### config.mk
export PLATFORM = sky130hd
export DESIGN_NAME = pattern_playback
export DESIGN_NICKNAME = d
export VERILOG_FILES = /design/src/rtl/pattern_playback.sv
export SDC_FILE = /design/constraint.sdc
export NUM_CORES = 1
export LEC_CHECK = 0
export CORE_ASPECT_RATIO = 1.2
export CORE_MARGIN = 1
export CORE_UTILIZATION = 59
export DETAILED_ROUTE_END_ITERATION = 7
export HOLD_SLACK_MARGIN = 0.02
export PLACE_DENSITY_LB_ADDON = 0.05
export SLEW_MARGIN = 20
export SYNTH_ARGS = -nofsm -noshare
export SYNTH_HDL_FRONTEND = slang
export SYNTH_SLANG_ARGS = --single-unit
### constraint.sdc
create_clock -name i_clk -period 8.9 [get_ports i_clk]
set_clock_uncertainty 0.15 [all_clocks]
set_input_delay 2.225 -clock i_clk [delete_from_list [all_inputs] [get_ports i_clk]]
set_output_delay 2.225 -clock i_clk [all_outputs]
set_load 0.05 [all_outputs]
### src/rtl/pattern_playback.sv
// Plays a latched 3-bit symbol pattern on one-hot LEDs with fixed on/gap timing.
// All outputs are registered; the output values are computed together with the state transition.
module pattern_playback #(
  parameter int unsigned MAX_LEN    = 25,
  parameter int unsigned ON_CYCLES  = 4,
  parameter int unsigned GAP_CYCLES = 2
) (
  input  logic                   i_clk,
  input  logic                   i_rst,
  input  logic                   i_start,
  input  logic                   i_abort,
  input  logic                   i_reverse,
  input  logic [4:0]             i_length,
  input  logic [3*MAX_LEN-1:0]   i_pattern,
  output logic [7:0]             o_led,
  output logic [4:0]             o_sym_idx,
  output logic                   o_busy,
  output logic                   o_done
);

  localparam int unsigned PatW     = 3 * MAX_LEN;
  localparam int unsigned MaxDwell = (ON_CYCLES > GAP_CYCLES) ? ON_CYCLES : GAP_CYCLES;
  localparam int unsigned CntW     = $clog2(MaxDwell + 1);
  localparam logic [CntW-1:0] OnLoad  = CntW'(ON_CYCLES - 1);
  localparam logic [CntW-1:0] GapLoad = CntW'(GAP_CYCLES - 1);

  typedef enum logic [1:0] {StIdle, StOn, StGap, StDone} state_e;

  state_e          r_state;
  logic [PatW-1:0] r_pattern;
  logic            r_reverse;
  logic [4:0]      r_len;
  logic [4:0]      r_k;
  logic [CntW-1:0] r_cnt;

  logic [4:0] w_len_clamped;
  assign w_len_clamped = (i_length > 5'(MAX_LEN)) ? 5'(MAX_LEN) : i_length;

  // Forward play shows the oldest symbol (highest index) first.
  function automatic logic [7:0] f_led(input logic [PatW-1:0] pat, input logic rev,
                                       input logic [4:0] len, input logic [4:0] k);
    logic [4:0] idx;
    idx = rev ? k : (len - 5'd1 - k);
    return 8'b1 << pat[32'(idx)*3 +: 3];
  endfunction

  always_ff @(posedge i_clk) begin
    if (i_rst) begin
      r_state   <= StIdle;
      r_pattern <= '0;
      r_reverse <= 1'b0;
      r_len     <= '0;
      r_k       <= '0;
      r_cnt     <= '0;
      o_led     <= '0;
      o_sym_idx <= '0;
      o_busy    <= 1'b0;
      o_done    <= 1'b0;
    end else begin
      o_done <= 1'b0;
      if (r_state != StIdle && i_abort) begin
        r_state   <= StIdle;
        r_k       <= '0;
        r_cnt     <= '0;
        o_led     <= '0;
        o_sym_idx <= '0;
        o_busy    <= 1'b0;
      end else begin
        unique case (r_state)
          StIdle: begin
            if (i_start && !i_abort) begin
              r_pattern <= i_pattern;
              r_reverse <= i_reverse;
              r_len     <= w_len_clamped;
              r_k       <= '0;
              o_sym_idx <= '0;
              o_busy    <= 1'b1;
              if (w_len_clamped == 5'd0) begin
                r_state <= StDone;
                o_done  <= 1'b1;
                o_led   <= '0;
              end else begin
                r_state <= StOn;
                r_cnt   <= OnLoad;
                o_led   <= f_led(i_pattern, i_reverse, w_len_clamped, 5'd0);
              end
            end
          end
          StOn: begin
            if (r_cnt == '0) begin
              r_state <= StGap;
              r_cnt   <= GapLoad;
              o_led   <= '0;
            end else begin
              r_cnt <= r_cnt - 1'b1;
            end
          end
          StGap: begin
            if (r_cnt == '0) begin
              if (r_k == r_len - 5'd1) begin
                r_state   <= StDone;
                o_done    <= 1'b1;
                o_sym_idx <= '0;
              end else begin
                r_state   <= StOn;
                r_k       <= r_k + 5'd1;
                o_sym_idx <= r_k + 5'd1;
                r_cnt     <= OnLoad;
                o_led     <= f_led(r_pattern, r_reverse, r_len, r_k + 5'd1);
              end
            end else begin
              r_cnt <= r_cnt - 1'b1;
            end
          end
          StDone: begin
            r_state   <= StIdle;
            r_k       <= '0;
            o_led     <= '0;
            o_sym_idx <= '0;
            o_busy    <= 1'b0;
          end
          default: r_state <= StIdle;
        endcase
      end
    end
  end

endmodule

==> results.txt <==
- Arrival @ worst endpoint: about 6600 ps
* Number of buffer cells added on primary ports: 99
- Buffers inserted to repair hold after CTS numbered 0.
* Number of max-capacitance violations reported: 0
* Worst Setup Path Type: in -> reg
* Drt initial violations: 435
- Average wire per cell in the routed design: 20.2 um
- In this run, synthesis inferred 0 flip-flops with an integrated enable.
- Post-CTS resize count: 0
* Combinational family with the most area after synthesis: simple AND/OR/NAND/NOR gates
* Number of rows in the core area: 41
- Hold_ws: 305 ps
- Of the total synthesized cell area, the portion taken by XOR and XNOR cells is 0.0203.
- Post-detailed-route DRC marker count: 0
- Detailed Route WL: between 20000 and 25000 um
- 100 I/O pins were placed.
- Clock root cell: clkbuf_16
* Portion of the clock cycle consumed by the worst path in the final layout: 0.726
- H-Tree Depth: 3
- For this configuration, the core starts out at a cell density of 0.604.
- Maximum fanout along the worst path: 20
- Placed wire-length estimate: 15400 um
- Reg2reg end: o_led[3]
- Relative to the synthesized area, the layout overhead comes to 20.1%.
- Synthesized netlist cell count: 836
- Maximum clock insertion buffer count: 2
- Largest vdd supply drop: between 0.1 and 0.15 mV
- The worst hold path passes through 2 cells.
- Number of nets with antenna violations after detailed routing: 0
- Number of buffers inserted to repair setup after CTS: 0
- For this run the aggregate overflow at the end of global routing stands at 0.
- The analysis attributes to cell leakage a power of 2.86 nW.
- # clock sinks: 106
- Of the total synthesized cell area, the portion taken by full adders, half adders and majority gates is 0.0307.
- Placeable Area: 10500 um^2
- The hold violation count in the final report came to 0.
* Transition time at the pin with the least slew margin: 1040 ps
- For the worst-skew pair, the clock arrives at the later sink with an insertion delay of 340 ps.
* Largest net degree at the start of global routing: 85
- Startpoint class of the critical path: primary input
* Yosys top cell area share: 0.334
* Worst slew margin relative to its limit: 0.304
- Number of antenna violations at the first check in global routing: 0
- Cell type with the highest aggregate area in the netlist: dfxtp_1
* Worst-path clk slew: roughly 70 ps
- Of the total synthesized cell area, the portion taken by AND, OR, NAND and NOR gates is 0.258.
- TritonCTS clock tree: done
- The total count of max-transition violations in the final report is 0.
* Unique cell type count in the Yosys netlist: about 70
- Total of endpoints with negative setup slack in the final report: 0
- Counting I/O delays and the setup requirement, the final critical path takes 6460 ps.
- The via count of the first global-routing pass is 6446.
- The count of cells in the finished layout, fillers not included, comes to 1036.
- Cell types occupying the most area after synthesis: dfxtp_1 (33%), nand2_1 (14%), a21oi_1 (8.4%), mux2i_1 (5.0%), ha_1 (2.8%)
* Die footprint: 11200 um^2
- Fmax: 155 MHz
* Compound-gate portion of the synthesized area: 0.225
- Sequential share of the synthesized area: 0.334
- Setup slack on the worst reg-to-reg path comes out at slightly above 4000 ps.
* Critical Path RT: 9020 ps
* Synthesized Nets: 936
- Measured along the y axis, the die boundary spans 116 um.
* Power density cells: 238 nW/um^2
- The first global-routing pass estimated around 33000 um of wire.
* Setup tns final: 0 ps
* Share of flip-flops with an asynchronous set or reset: 0
* Avg Synthesized Cell Area: 7.60 um^2
* Final net count: 1002
* Count of warnings emitted by yosys: 0
- Outcome: finished, final reports clean
* Number of cells after detailed placement: 1020
- Fraction of layout cells with a size suffix above 1: 0.0617
* Share of synthesized area spent on multiplexers: 0.0841
- In this run, CTS created clock tree buffers numbering 9.
- Overall track demand over capacity in global routing: 0.371
* Ranking of synthesized cells by instance count: nand2_1 (231), a21oi_1 (107), dfxtp_1 (106)
- Final weighted congestion of routability-driven global placement: 0.988
* Depth of the most critical reg-to-reg path: 12
* Origin of the worst min-delay path: r_pattern[28]
- From left edge to right edge, the die measures between 90 and 100 um.
* Total power draw: 0.00182 W
- # diodes: 0
- Critical Path Sink Type: flip-flop
* Iteration count of the initial detailed-routing pass: 8
* End of the worst hold path: r_pattern[28]
- Flip-flop cell with the highest count after synthesis: dfxtp_1
- Number of vias in the routed layout: 6638
- The worst hold path belongs to the class reg -> reg.
- Detailed-route vias per instance: 6.41
- The mapped netlist covers 6350 um^2.
- Reg-to-reg critical path startpoint: r_k[0]
* Synthesis-stage register bit count: 106
- Most common cell in the synthesized netlist: nand2_1
- Setup repair after global routing left no endpoint under its margin.
cell type report:
class / instances / area, um^2
flip-flops and latches: 106 / 2120
well taps: 129 / 161
clock buffers: 13 / 260
fillers: 814 / 2890
inverters: 20 / 75.1
clock inverters: 3 / 23.8
repair buffers: 108 / 1050
multi-input cells: 657 / 3940
flip-flops by register name, indices dropped and copies added (netlist names):
register   cells
r_cnt          3
r_reverse      1
r_state        2
o_led          8
o_sym_idx      5
o_busy         1
r_len          5
r_k            5
r_pattern     75
o_done         1
worst max path at each step:
stage,from,endpoint,depth (start not counted)
3_3_place_gp,i_length[2],o_led[5],14
6_report,i_length[2],o_led[7],14
4_1_cts,i_length[2],o_led[5],14
2_1_floorplan,i_length[3],o_led[3],15
3_5_place_dp,i_length[2],o_led[5],14
5_1_grt,i_length[2],o_led[5],14
cells by family (layout without fill, tap and decap cells):
kind of cell | Yosys count | in the layout
adders and majority gates | 15 | 15
AOI/OAI and AO/OA | 223 | 223
xor gates and xnor gates | 13 | 13
DFF | 106 | 106
buffers and inverters | 73 | 144
and+or+nand+nor | 360 | 360
muxes | 46 | 46
per-layer routing:
metal	vias up	share of wire	track usage
met5	-	0	0
met4	0	0.055	0.237
met3	95	0.068	0.0772
met2	330	0.49	0.649
met1	3113	0.38	0.417
li1	3100	-	-
metrics by stage:
step                cell area (um^2)  utilization  setup WS, ps
CTS                             7630        0.726          2520
finish                          7630        0.726          2440
global placement                7350        0.699          2430
global route                    7630        0.726          2100
floorplan                       6350            -          3750
detailed placement              7350        0.699          2180
report_power, final:
part           leakage [nW]  switching (W)  total [W]  internal, W
registers             0.864      0.0000431   0.000584     0.000541
logic                  1.87       0.000549   0.000848     0.000299
clock network         0.132       0.000179   0.000385     0.000206
cells in the final DEF (no fill, tap or decap), drive strengths merged, types with 4 or more instances in the layout:
master | Yosys | final
ha | 14 | 14
and3 | 15 | 15
a31oi | 13 | 13
mux2 | 9 | 9
nand2b | 4 | 4
clkdlybuf4s50 | 0 | 98
a32oi | 8 | 8
clkbuf | 38 | 13
xor2 | 5 | 5
a21boi | 4 | 4
a211oi | 19 | 19
inv | 20 | 20
a211o | 4 | 4
nand4 | 7 | 7
nor2b | 10 | 10
o21ai | 21 | 21
dfxtp | 106 | 106
nand3 | 16 | 16
buf | 15 | 10
nor3 | 6 | 6
xnor2 | 8 | 8
nor2 | 25 | 25
o31ai | 5 | 5
a21oi | 107 | 107
and2 | 5 | 5
nor3b | 12 | 12
mux4 | 4 | 4
nor4 | 12 | 12
mux2i | 33 | 33
nand2 | 232 | 232
o2111ai | 4 | 4
a2111oi | 4 | 4
and3b | 10 | 10
worst max-delay path, cell delays in order:
cell and delay [ps]:
clkdlybuf4s50_1 530, o211ai_1 230, buf_4 260, nand2_1 330, inv_2 430, ha_1 390, nor2_1 530, buf_4 310
a211oi_1 70, a211oi_1 350, o32ai_1 190, a221oi_2 400, nand3_1 130, a31oi_1 190
Note: power is estimated with default switching activity, not from simulation.
==> patch 1: new RTL, same settings <==
Change the parameter `MAX_LEN` from 25 to 50.
--- a/src/rtl/pattern_playback.sv
+++ b/src/rtl/pattern_playback.sv
@@ -1,7 +1,7 @@
 // Plays a latched 3-bit symbol pattern on one-hot LEDs with fixed on/gap timing.
 // All outputs are registered; the output values are computed together with the state transition.
 module pattern_playback #(
-  parameter int unsigned MAX_LEN    = 25,
+  parameter int unsigned MAX_LEN    = 50,
   parameter int unsigned ON_CYCLES  = 4,
   parameter int unsigned GAP_CYCLES = 2
 ) (
Interface: changed (resized i_pattern); port bits go from 100 to 175. The function was not compared with the original's and may differ.
==> patch 1 against the original RTL <==
  * Power grew 17%
  * Global-route usage is 2.8 points lower
  * Die area up 11%
  * Via count grew 3.8%
  * Sequential cell count is 21 higher
  * Area after synthesis increased by 11%
  * Wire length decreased by 0.49%
  * Final area rose by 17%
  * Non-clock buffer count rose by 21
  * Worst setup slack worse by 410 ps
  * Highest routed layer unchanged
==> patch 1: results <==
set metrics [dict create \
    status "finished clean" \
    fin_nets 1126 \
    cp-startpoint "i_length[3]" \
    cp.arrival_ps 7080 \
    slowest_stage "o32ai_1" \
    synth_compound_area_share_pct 18.3 \
    non_clock_inverter_count 17 \
    p_clk_share_pct 32.9 \
    grt_use_met3_pct 7.17 \
    biggestRegsByFlops "r_pattern: 96 flops, o_led: 8 flops" \
    cp_slowest_stage_delay_ps 700 \
    synth.net_count 1038 \
    synthTopCellsByCount "nand2_1 (236), a21oi_1 (132), dfxtp_1 (127)" \
    grt_pass1_vias 6583 \
    yosys.area_share.adder_pct 2.58 \
    grt_use_total_pct 34.3 \
    multi_input_area_share_pct 47.7 \
    yosysSeqAreaShare_pct 35.9 \
    grt_pass1_wl_microns 32200 \
    port_buffers 120 \
    via_count 6889 \
    grtUsageMet1_pct 38.8 \
    met2WireLength_microns 10800 \
    synthXorXnorAreaFrac_pct 1.86 \
    num-multi-input-gates 660 \
]
==> patch 1: changes by cell type after synthesis, moves of 6 or more <==
cell      unedited run  this run
a32oi_1              8         2
nand3_1             16        10
dfxtp_1            106       127
nor4_1              12         0
nor3b_1             11         4
mux2i_1             32        41
o21ai_0             17        25
a21oi_1            107       132
mux4_2               4        12
and3b_1             10         0
mux4_1               0        12
clkbuf_1            38        48
==> patch 1: per-stage QoR <==
step / util, % / cells / hold slack (ps) / power [uW] / setup slack [ps]
detailed placement: 71.5 / 1090 / 292 / 1420 / 1750
global route: 76.6 / 1120 / 312 / 2210 / 1910
CTS: 76.6 / 1120 / 299 / 2120 / 2190
global placement: 71.5 / 1090 / 287 / 1400 / 1800
finish: 76.6 / 1120 / 302 / 2120 / 2030
floorplan: - / 864 / 282 / 1200 / 3560
==> patch 1: critical path: cells and delay by family <==
kind                     cells  cell delay, ps
adder cells (fa/ha/maj)      1             550
AND/OR/NAND/NOR              5            1890
AO/OA/AOI/OAI                5            1530
buffers and inverters        2             870
==> patch 2: new RTL, same flow settings <==
Without the edit above. Put one more register stage on the output `o_sym_idx`, cleared by the reset. The value now appears one clock later. The other outputs are not delayed to match.
--- a/src/rtl/pattern_playback.sv
+++ b/src/rtl/pattern_playback.sv
@@ -26,6 +26,8 @@
 
   typedef enum logic [1:0] {StIdle, StOn, StGap, StDone} state_e;
 
+  logic [4:0] o_sym_idx_s0;
+
   state_e          r_state;
   logic [PatW-1:0] r_pattern;
   logic            r_reverse;
@@ -53,7 +55,7 @@
       r_k       <= '0;
       r_cnt     <= '0;
       o_led     <= '0;
-      o_sym_idx <= '0;
+      o_sym_idx_s0 <= '0;
       o_busy    <= 1'b0;
       o_done    <= 1'b0;
     end else begin
@@ -63,7 +65,7 @@
         r_k       <= '0;
         r_cnt     <= '0;
         o_led     <= '0;
-        o_sym_idx <= '0;
+        o_sym_idx_s0 <= '0;
         o_busy    <= 1'b0;
       end else begin
         unique case (r_state)
@@ -73,7 +75,7 @@
               r_reverse <= i_reverse;
               r_len     <= w_len_clamped;
               r_k       <= '0;
-              o_sym_idx <= '0;
+              o_sym_idx_s0 <= '0;
               o_busy    <= 1'b1;
               if (w_len_clamped == 5'd0) begin
                 r_state <= StDone;
@@ -100,11 +102,11 @@
               if (r_k == r_len - 5'd1) begin
                 r_state   <= StDone;
                 o_done    <= 1'b1;
-                o_sym_idx <= '0;
+                o_sym_idx_s0 <= '0;
               end else begin
                 r_state   <= StOn;
                 r_k       <= r_k + 5'd1;
-                o_sym_idx <= r_k + 5'd1;
+                o_sym_idx_s0 <= r_k + 5'd1;
                 r_cnt     <= OnLoad;
                 o_led     <= f_led(r_pattern, r_reverse, r_len, r_k + 5'd1);
               end
@@ -116,7 +118,7 @@
             r_state   <= StIdle;
             r_k       <= '0;
             o_led     <= '0;
-            o_sym_idx <= '0;
+            o_sym_idx_s0 <= '0;
             o_busy    <= 1'b0;
           end
           default: r_state <= StIdle;
@@ -125,5 +127,13 @@
     end
   end
 
+  always_ff @(posedge i_clk) begin
+    if (i_rst) begin
+      o_sym_idx <= '0;
+    end else begin
+      o_sym_idx <= o_sym_idx_s0;
+    end
+  end
+
 endmodule
 
Check against the original RTL: no difference found for any inputs over 4 cycles, from zero or initial values and one cycle with i_rst high; that may be too few to reach the edited logic, so the function may still have changed.
==> patch 2 against the original RTL <==
  * Area after synthesis shrank 2.5%
  * Worst setup slack improved by 230 ps
  * Count of clock-buffer cells in the layout decreased by 3
  * Final area fell by 1.7%
  * Power fell by 4.7%
  * Non-clock buffer count decreased by 4
  * Sequential cell count increased by 5
  * Synthesized cell count fell by 11%
  * Cell count is 8.9% lower
  * Die area is 2.4% lower
  * Wire length fell by 13%
  * Largest power group unchanged
==> patch 2: results <==
set metrics [dict create \
    dpl-instance-area_sq_mm 0.00721 \
    grt_use_met3_pct 5.98 \
    non_clock_inverter_count 14 \
    powerComb_uw 713 \
    synth.net_count 841 \
    wl_met3_microns 1070 \
    clk_share_pct 3.97 \
    num-multi-input-gates 573 \
    met1Wirelength_microns 7220 \
    layout.nonclk_buf_share_pct 13.6 \
    r2r_start "r_len[0]" \
    dp_hpwl_microns 13700 \
    via_count 5881 \
    nFlopsAndLatches 111 \
    power.internal_uw 1060 \
    first_pass_iters 5 \
    n_all_buffers 104 \
    yosysSeqAreaShare_pct 35.9 \
    worstPathMaxFanout 14 \
    cp-startpoint "i_length[4]" \
    cp.arrival_ps 6350 \
    status "finished clean" \
    ys_types 67 \
    area_delta_synth_final_pct 21.1 \
    use_met2_pct 61.5 \
    cp_slowest_stage_delay_ps 630 \
    place.gp.congestion 0.908 \
    synth_area_sq_mm 0.00620 \
    vdd_ir_drop_max_uv 123 \
    layout-drive-gt1-share_pct 5.01 \
    r2r_end "o_led[2]" \
    multi_input_area_sq_mm 0.00375 \
    drt_iter0_drc 366 \
    worst-slew-pin-transition_ps 1030 \
    grt_max_degree 90 \
    endpoint "o_led[0]" \
    met2WireLength_microns 9240 \
    ff2ff_setup_slack_ps 4800 \
    slowest_stage "nor2_1" \
    n_fill_cell 773 \
    p_seq_uw 609 \
]
[patch 2: changes by cell type after synthesis, moves of 4 or more]
cell      delta
mux4_1      +17
nor4_1      -11
and3_1       -5
and3b_1      -9
dfxtp_1      +5
buf_2       -10
a211oi_1    -12
a32oi_1      -7
o31ai_1      -4
nand2_1     -39
inv_1        -4
nor3b_1      -8
[patch 2: kinds of logic after synthesis]
logic type / Yosys count / synth area share [%]
and+or+nand+nor: 299 / 21.6
AOI/OAI and AO/OA: 182 / 17.5
muxes: 64 / 16.0
xor gates and xnor gates: 13 / 2.14
buffers and inverters: 57 / 3.72
adders and majority gates: 15 / 3.15
DFF: 111 / 35.9
[patch 2: critical path: cells and delay by family]
| kind | cells | cell delay [ps] |
|---|---|---|
| AND/OR/NAND/NOR | 4 | 1690 |
| adder cells (fa/ha/maj) | 1 | 520 |
| buffers and inverters | 3 | 1060 |
| AO/OA/AOI/OAI | 4 | 840 |
[patch 2: worst min path at each step]
stage / slack, ps / start / to / cells after the start
after global routing: 320 / r_pattern[16] / r_pattern[16] / 2
after floorplan: 280 / r_pattern[10] / r_pattern[10] / 2
final: 300 / r_pattern[31] / r_pattern[31] / 2
after detailed placement: 290 / r_pattern[22] / r_pattern[22] / 2
after global placement: 290 / r_pattern[63] / r_pattern[63] / 2
after CTS: 300 / r_pattern[22] / r_pattern[22] / 2
[patch 2: per-stage QoR]
step / total power (uW) / setup slack (ps) / hold WS (ps) / utilization, % / cells
floorplan: 1110 / 3740 / 282 / - / 741
CTS: 1730 / 2730 / 303 / 74.2 / 944
global placement: 1310 / 2570 / 287 / 71.3 / 928
detailed placement: 1330 / 2370 / 293 / 71.3 / 928
global route: 1820 / 2420 / 323 / 74.2 / 944
finish: 1730 / 2670 / 301 / 74.2 / 944
